### src/rtl/alu_seq_if.sv
// alu_seq_if: request/response bundle for the sequential ALU.
//   master (execute stage): drives in_valid/a/b/op and out_ready.
//   slave  (alu_seq):       drives in_ready, out_valid, result, result_hi and the flags.
interface alu_seq_if #(
    parameter int unsigned WIDTH = 16
) ();
    // Request side
    logic             in_valid;
    logic             in_ready;
    logic [WIDTH-1:0] a;
    logic [WIDTH-1:0] b;
    logic [3:0]       op;

    // Response side
    logic             out_valid;
    logic             out_ready;
    logic [WIDTH-1:0] result;
    logic [WIDTH-1:0] result_hi;
    logic             zero;
    logic             carry;
    logic             ovf;
    logic             dbz;

    modport master (
        output in_valid, a, b, op, out_ready,
        input  in_ready, out_valid, result, result_hi, zero, carry, ovf, dbz
    );

    modport slave (
        input  in_valid, a, b, op, out_ready,
        output in_ready, out_valid, result, result_hi, zero, carry, ovf, dbz
    );
endinterface

### src/rtl/alu_seq.sv
// alu_seq: registered ALU with valid/ready handshake on both sides.
// Single-cycle ops (ADD/SUB/NOT/SLL/SRL/AND/OR/SLT/SLTS/SRA) are computed at the accept
// edge and presented the next cycle. MUL (shift-add) and DIVU (restoring) iterate for
// WIDTH cycles in CALC. DIVU by zero completes immediately with dbz set.
// Ports:
//   clk  - clock, rising edge
//   rst  - asynchronous active-high reset
//   bus  - alu_seq_if.slave: in_valid/in_ready/a/b/op request, out_valid/out_ready,
//          result/result_hi and zero/carry/ovf/dbz response
module alu_seq #(
    parameter int unsigned WIDTH = 16
) (
    input logic      clk,
    input logic      rst,
    alu_seq_if.slave bus
);
    localparam int unsigned CNT_W = $clog2(WIDTH) + 1;
    localparam int unsigned SH_W  = $clog2(WIDTH);

    localparam logic [WIDTH-1:0] ShiftMax = WIDTH'(WIDTH - 1);
    localparam logic [CNT_W-1:0] LastIter = CNT_W'(WIDTH - 1);

    localparam logic [3:0] OpAdd  = 4'd0;
    localparam logic [3:0] OpSub  = 4'd1;
    localparam logic [3:0] OpNot  = 4'd2;
    localparam logic [3:0] OpSll  = 4'd3;
    localparam logic [3:0] OpSrl  = 4'd4;
    localparam logic [3:0] OpAnd  = 4'd5;
    localparam logic [3:0] OpOr   = 4'd6;
    localparam logic [3:0] OpSlt  = 4'd7;
    localparam logic [3:0] OpMul  = 4'd8;
    localparam logic [3:0] OpDivu = 4'd9;
    localparam logic [3:0] OpSlts = 4'd10;
    localparam logic [3:0] OpSra  = 4'd11;

    typedef enum logic [1:0] {StIdle, StCalc, StDone} state_e;

    state_e           state_q;
    logic [CNT_W-1:0] cnt_q;
    logic             mul_q;       // 1: CALC runs MUL, 0: CALC runs DIVU
    logic [WIDTH-1:0] opb_q;       // captured multiplicand / divisor
    logic [WIDTH-1:0] hi_q;        // MUL partial high word / DIVU partial remainder
    logic [WIDTH-1:0] lo_q;        // MUL multiplier->low word / DIVU dividend->quotient
    logic [WIDTH-1:0] result_q;
    logic [WIDTH-1:0] result_hi_q;
    logic             zero_q;
    logic             carry_q;
    logic             ovf_q;
    logic             dbz_q;
    logic             out_valid_q;

    // Single-cycle datapath, evaluated on the live request inputs.
    logic [WIDTH:0]          sum_ext;
    logic [WIDTH:0]          dif_ext;
    logic [SH_W-1:0]         shamt;
    logic                    big_shift;
    logic signed [WIDTH-1:0] sra_res;
    logic                    slts;
    logic [WIDTH-1:0]        alu_res;
    logic                    alu_carry;
    logic                    alu_ovf;

    always_comb begin
        sum_ext   = {1'b0, bus.a} + {1'b0, bus.b};
        dif_ext   = {1'b0, bus.a} - {1'b0, bus.b};
        shamt     = bus.b[SH_W-1:0];
        big_shift = bus.b > ShiftMax;
        sra_res   = $signed(bus.a) >>> shamt;
        slts      = $signed(bus.a) < $signed(bus.b);
        alu_res   = sum_ext[WIDTH-1:0];
        alu_carry = 1'b0;
        alu_ovf   = 1'b0;
        case (bus.op)
            OpSub: begin
                alu_res   = dif_ext[WIDTH-1:0];
                alu_carry = dif_ext[WIDTH];
                alu_ovf   = (bus.a[WIDTH-1] != bus.b[WIDTH-1]) &&
                            (dif_ext[WIDTH-1] != bus.a[WIDTH-1]);
            end
            OpNot:  alu_res = ~bus.a;
            OpSll:  alu_res = big_shift ? '0 : bus.a << shamt;
            OpSrl:  alu_res = big_shift ? '0 : bus.a >> shamt;
            OpAnd:  alu_res = bus.a & bus.b;
            OpOr:   alu_res = bus.a | bus.b;
            OpSlt:  alu_res = {{(WIDTH-1){1'b0}}, bus.a < bus.b};
            OpSlts: alu_res = {{(WIDTH-1){1'b0}}, slts};
            OpSra:  alu_res = big_shift ? {WIDTH{bus.a[WIDTH-1]}} : sra_res;
            default: begin
                // ADD, plus 12-15 which alias ADD
                alu_res   = sum_ext[WIDTH-1:0];
                alu_carry = sum_ext[WIDTH];
                alu_ovf   = (bus.a[WIDTH-1] == bus.b[WIDTH-1]) &&
                            (sum_ext[WIDTH-1] != bus.a[WIDTH-1]);
            end
        endcase
    end

    // One MUL or DIVU iteration step from the current partial state.
    logic [WIDTH:0]   mul_sum;
    logic [WIDTH:0]   div_sh;
    logic [WIDTH:0]   div_dif;
    logic             div_ge;
    logic [WIDTH-1:0] iter_hi;
    logic [WIDTH-1:0] iter_lo;

    always_comb begin
        mul_sum = {1'b0, hi_q} + (lo_q[0] ? {1'b0, opb_q} : '0);
        div_sh  = {hi_q, lo_q[WIDTH-1]};
        div_dif = div_sh - {1'b0, opb_q};
        // Partial remainder < divisor keeps div_sh < 2*divisor, so bit WIDTH of the
        // difference is set exactly when the trial subtraction goes negative.
        div_ge  = ~div_dif[WIDTH];
        if (mul_q) begin
            iter_hi = mul_sum[WIDTH:1];
            iter_lo = {mul_sum[0], lo_q[WIDTH-1:1]};
        end else begin
            iter_hi = div_ge ? div_dif[WIDTH-1:0] : div_sh[WIDTH-1:0];
            iter_lo = {lo_q[WIDTH-2:0], div_ge};
        end
    end

    always_ff @(posedge clk or posedge rst) begin
        if (rst) begin
            state_q     <= StIdle;
            cnt_q       <= '0;
            mul_q       <= 1'b0;
            opb_q       <= '0;
            hi_q        <= '0;
            lo_q        <= '0;
            result_q    <= '0;
            result_hi_q <= '0;
            zero_q      <= 1'b0;
            carry_q     <= 1'b0;
            ovf_q       <= 1'b0;
            dbz_q       <= 1'b0;
            out_valid_q <= 1'b0;
        end else begin
            unique case (state_q)
                StIdle: begin
                    if (bus.in_valid) begin
                        opb_q <= bus.b;
                        cnt_q <= '0;
                        hi_q  <= '0;
                        lo_q  <= bus.a;
                        if (bus.op == OpMul || (bus.op == OpDivu && bus.b != '0)) begin
                            mul_q   <= (bus.op == OpMul);
                            state_q <= StCalc;
                        end else begin
                            state_q     <= StDone;
                            out_valid_q <= 1'b1;
                            if (bus.op == OpDivu) begin
                                result_q    <= '1;
                                result_hi_q <= bus.a;
                                zero_q      <= 1'b0;
                                carry_q     <= 1'b0;
                                ovf_q       <= 1'b0;
                                dbz_q       <= 1'b1;
                            end else begin
                                result_q    <= alu_res;
                                result_hi_q <= '0;
                                zero_q      <= (alu_res == '0);
                                carry_q     <= alu_carry;
                                ovf_q       <= alu_ovf;
                                dbz_q       <= 1'b0;
                            end
                        end
                    end
                end
                StCalc: begin
                    hi_q  <= iter_hi;
                    lo_q  <= iter_lo;
                    cnt_q <= cnt_q + 1'b1;
                    if (cnt_q == LastIter) begin
                        state_q     <= StDone;
                        out_valid_q <= 1'b1;
                        result_q    <= iter_lo;
                        result_hi_q <= iter_hi;
                        zero_q      <= (iter_lo == '0);
                        carry_q     <= 1'b0;
                        ovf_q       <= 1'b0;
                        dbz_q       <= 1'b0;
                    end
                end
                StDone: begin
                    if (bus.out_ready) begin
                        out_valid_q <= 1'b0;
                        state_q     <= StIdle;
                    end
                end
                default: state_q <= StIdle;
            endcase
        end
    end

    assign bus.in_ready  = (state_q == StIdle);
    assign bus.out_valid = out_valid_q;
    assign bus.result    = result_q;
    assign bus.result_hi = result_hi_q;
    assign bus.zero      = zero_q;
    assign bus.carry     = carry_q;
    assign bus.ovf       = ovf_q;
    assign bus.dbz       = dbz_q;
endmodule

### src/flat_wrapper.sv
// flat-port wrapper written by rule: the top's interface ports become plain ports
module alu_seq_flat 
#(
    parameter int unsigned WIDTH = 16
)
  (clk, rst, bus_in_valid, bus_a, bus_b, bus_op, bus_out_ready, bus_in_ready, bus_out_valid, bus_result, bus_result_hi, bus_zero, bus_carry, bus_ovf, bus_dbz);
  alu_seq_if #(.WIDTH(WIDTH)) bus_i ();
  input logic clk;
  input logic rst;
  input wire logic [$bits(bus_i.in_valid)-1:0] bus_in_valid;
  input wire logic [$bits(bus_i.a)-1:0] bus_a;
  input wire logic [$bits(bus_i.b)-1:0] bus_b;
  input wire logic [$bits(bus_i.op)-1:0] bus_op;
  input wire logic [$bits(bus_i.out_ready)-1:0] bus_out_ready;
  output wire logic [$bits(bus_i.in_ready)-1:0] bus_in_ready;
  output wire logic [$bits(bus_i.out_valid)-1:0] bus_out_valid;
  output wire logic [$bits(bus_i.result)-1:0] bus_result;
  output wire logic [$bits(bus_i.result_hi)-1:0] bus_result_hi;
  output wire logic [$bits(bus_i.zero)-1:0] bus_zero;
  output wire logic [$bits(bus_i.carry)-1:0] bus_carry;
  output wire logic [$bits(bus_i.ovf)-1:0] bus_ovf;
  output wire logic [$bits(bus_i.dbz)-1:0] bus_dbz;
  assign bus_i.in_valid = bus_in_valid;
  assign bus_i.a = bus_a;
  assign bus_i.b = bus_b;
  assign bus_i.op = bus_op;
  assign bus_i.out_ready = bus_out_ready;
  assign bus_in_ready = bus_i.in_ready;
  assign bus_out_valid = bus_i.out_valid;
  assign bus_result = bus_i.result;
  assign bus_result_hi = bus_i.result_hi;
  assign bus_zero = bus_i.zero;
  assign bus_carry = bus_i.carry;
  assign bus_ovf = bus_i.ovf;
  assign bus_dbz = bus_i.dbz;
  alu_seq #(.WIDTH(WIDTH)) u_core (.clk(clk), .rst(rst), .bus(bus_i));
endmodule
### config.mk
export PLATFORM = sky130hd
export DESIGN_NAME = alu_seq_flat
export DESIGN_NICKNAME = d
export VERILOG_FILES = /design/src/rtl/alu_seq_if.sv /design/src/rtl/alu_seq.sv /design/src/flat_wrapper.sv
export SDC_FILE = /design/constraint.sdc
export NUM_CORES = 1
export LEC_CHECK = 0
export BUFFER_PORTS_ARGS = -buffer_cell sky130_fd_sc_hd__buf_2
export CORE_UTILIZATION = 35
export DETAILED_ROUTE_END_ITERATION = 10
export GPL_ROUTABILITY_DRIVEN = 0
export PLACE_DENSITY = 0.59
export SYNTH_ARGS = -nofsm -noshare
export SYNTH_HDL_FRONTEND = slang
export SYNTH_SLANG_ARGS = --single-unit
### constraint.sdc
create_clock -name clk -period 5.03 [get_ports clk]
set_input_delay 0.503 -clock clk [delete_from_list [all_inputs] [get_ports clk]]
set_output_delay 0.503 -clock clk [all_outputs]
set_load 0.05 [all_outputs]
==> results.md <==
* Crit-path slowest cell: a211oi_4
* Synthesized area at roughly 10000 µm²
* Dpl hpwl at 28.8 mm
* Crit path max fanout at 10
* Share of layout cells above drive strength 1 at 0.131
* Initial DRC Count at roughly 1300
* Antenna diode count at 0
* Critical path type: reg2reg
* Most frequent cells in the layout: 150 x nand2_1, 118 x nor2_1, 109 x a21oi_1, 108 x o21ai_0, 93 x dfrtp_1
* Die width at 173 µm
* Main flop type after synthesis: dfrtp_1
* Most common cell after layout, fill and taps aside: nand2_1
* Via count of the first global-routing pass at roughly 10000
* Asr flop ratio synth at 1.00
* Leak at between 5 and 6 nW
* Endpoints failing setup at 0
* Final global-route overflow total at 0
* Residual DRC count at 0
* Worst setup EP type: flop
* Core ar. at between 20000 and 30000 µm²
* Post-CTS sizing at 0
* Synth Instances at 1322
* Placed Cells incl. Taps at between 1500 and 2000
* Ports at between 70 and 80
* # port buffers at 77
* Hold crit path type: in2async
* Worst ir drop on vdd at approximately 0.21 mV
* CP arrival at between 4000 and 5000 ps
* Final ANT Viol Nets at 0
* Minimum clock period at around 4000 ps
* WP depth at 14
* Antenna violations before repair at 0
* R2R Setup Slk at around 1100 ps
* Status: finished clean
* CTS root buffer: clkbuf_16
* Hold Buf Count CTS at 0
* Synth area leaders: dfrtp_1 23%, ha_1 10%, nand2_1 5.5%
* Buf+Inv Stages, Crit Path at 3
* R2R cell count at 14
* Fin Setup TNS at 0 ps
* Maxcap violations at 0
* Most used cell, CP: inv_1
* Via density at between 6 and 7
* Reg clk slew, reported paths at 70 ps
* CTS sink cnt at a little over 90
* Sequential area share after synthesis at 0.227
* # nets final at 1473
* # rows at 62
* Final cell count without fillers at 1734
* Fill count at between 2000 and 3000
* Area growth, synth to finish at 10.0%
* Postcts setup bufs at 0
* CTS HTree Levels at 3
* Worst-path cell chain: inv_1, ha_1, inv_1, fa_1, a211o_1, nand2_1, a221o_1, a311oi_1, a211oi_4, buf_4, nor2_1, a21oi_1, a221oi_1, a21o_1
* Share of the synthesized area in the top cell type at 0.227
* Chip Height at ~170 µm
* Clock skew at 8.73 ps
* Post-Syn Nets at ~1400
* Clk_lat worst skew at between 300 and 400 ps
* DR vias at between 10000 and 15000
* Synth area leader: dfrtp_1
* Final Hold Vio Count at 0
* Unrepaired setup endpoints after global routing: false
* Max-Slew Margin vs Limit at 0.0734
* 1st-pass router iterations at 6
* Avg WL per Cell at 22.0 µm
* Synthesis Warnings at 0
* Drt total wl at about 38 mm
* Crit start category: flop
* Die area at ~30000 µm²
* Cell family with most CP delay: compound AO/OA/AOI/OAI gates
* Netlist cell types at slightly below 90
* Pwr dens at approximately 410 nW/µm²
* Biggest cell delay along the critical path at 520 ps
* CP required at approximately 5300 ps
* F_max at 253 MHz
* Starting Density at 0.356
* Slew Limit Fails at 0
* Clk buf depth at 2
* CTS tree: yes
* Fin crit share at 0.784
* First-pass GRT wire length at 59.2 mm
* All-Layer GR Usage at 0.252
* Largest net degree at the start of global routing at 57
* Worst-margin pin slew at between 1000 and 1500 ps
* Mapped Avg Cell Area at roughly 7.8 µm²
* Final core utilization at 0.392
* Seq cells post-synth at 93
* Total CTS buffers at 9
* Post-synth EDFFs at 0
## report_power, final
group          internal, mW  total [mW]  switching (mW)
clock network         0.446       0.753           0.307
logic                 0.874        2.67            1.79
registers              1.01        1.23           0.220
## synthesized netlist by cell type (9+ instances only)
cell and instances:
o21bai_1 9, inv_1 77, o21ai_0 108, xor2_1 13, a21oi_1 109, ha_1 83
nor2_1 119, dfrtp_1 93, a2111oi_0 9, a211oi_1 19, a31oi_1 22, o221ai_1 22
mux2i_1 33, nand2b_1 17, a21o_1 23, o22ai_1 23, a221oi_1 13, buf_2 12
mux4_2 20, o21a_1 10, nor2b_1 9, xnor2_1 13, o211ai_1 11, clkbuf_1 69
and2_1 23, nor4_1 12, nand3_1 29, nor3_1 27, nand2_1 150
## state kept, by name, indices dropped and copies added, names as in the netlist
name and flops:
u_core.bus.carry 1, u_core.bus.dbz 1, u_core.bus.out_valid 1, u_core.bus.ovf 1
u_core.bus.result 16, u_core.bus.result_hi 16, u_core.bus.zero 1, u_core.cnt_q 5
u_core.hi_q 16, u_core.lo_q 16, u_core.mul_q 1, u_core.opb_q 16
u_core.state_q 2
## through the flow
step                hold WS (ps)  cell area [µm²]  power [mW]  setup WS, ps
floorplan                    465            10300        3.14          1230
global placement             456            11000        3.82          1090
detailed placement           461            11000        3.86          1020
CTS                          294            11300        4.62          1210
global route                 333            11300        4.96           804
finish                       271            11300        4.65          1080
## worst paths after layout
kind / startpoint / end
hold reg to reg: u_core.bus.result[3] / u_core.bus.result[3]
setup reg to reg: u_core.lo_q[15] / u_core.bus.result[0]
max in group asynchronous: rst / u_core.opb_q[0]
setup / recovery: u_core.lo_q[15] / u_core.bus.result[0]
min in group clk: bus_out_ready / u_core.state_q[1]
hold / removal: rst / u_core.state_q[1]
## routing by layer
layer | routed length (µm) | track usage | up-vias
met3 | 3110 | 0.0353 | 116
met2 | 16200 | 0.376 | 584
li1 | - | - | 4906
met5 | 0 | 0 | -
met4 | 1750 | 0.110 | 0
met1 | 17100 | 0.361 | 5208
## worst register-to-register path, delay by kind of cell, from the launching register on
| family | cells | cell delay, ps |
|---|---|---|
| AO/OA/AOI/OAI | 7 | 2160 |
| adder cells (fa/ha/maj) | 2 | 600 |
| buffers and inverters | 3 | 430 |
| flip-flops | 1 | 470 |
| AND/OR/NAND/NOR | 2 | 180 |
## cells by family after synthesis
logic type      Yosys count  synth area share
compound gates          449             0.287
xor+xnor                 26            0.0222
fa+ha+maj                87             0.109
buf+inv                 166            0.0637
flops                    93             0.227
mux                      61            0.0849
simple gates            440             0.206
## area by class of cell
cell class | instances | area (µm²) | area share
clock buffers | 11 | 243 | 0.0215
clock inverters | 4 | 72.6 | 0.00643
inverters | 78 | 295 | 0.0262
multi-input cells | 1063 | 7300 | 0.647
flip-flops and latches | 93 | 2330 | 0.206
well taps | 384 | 480 | 0.0426
repair buffers | 101 | 566 | 0.0501
Power figures use the tool's default switching activity.
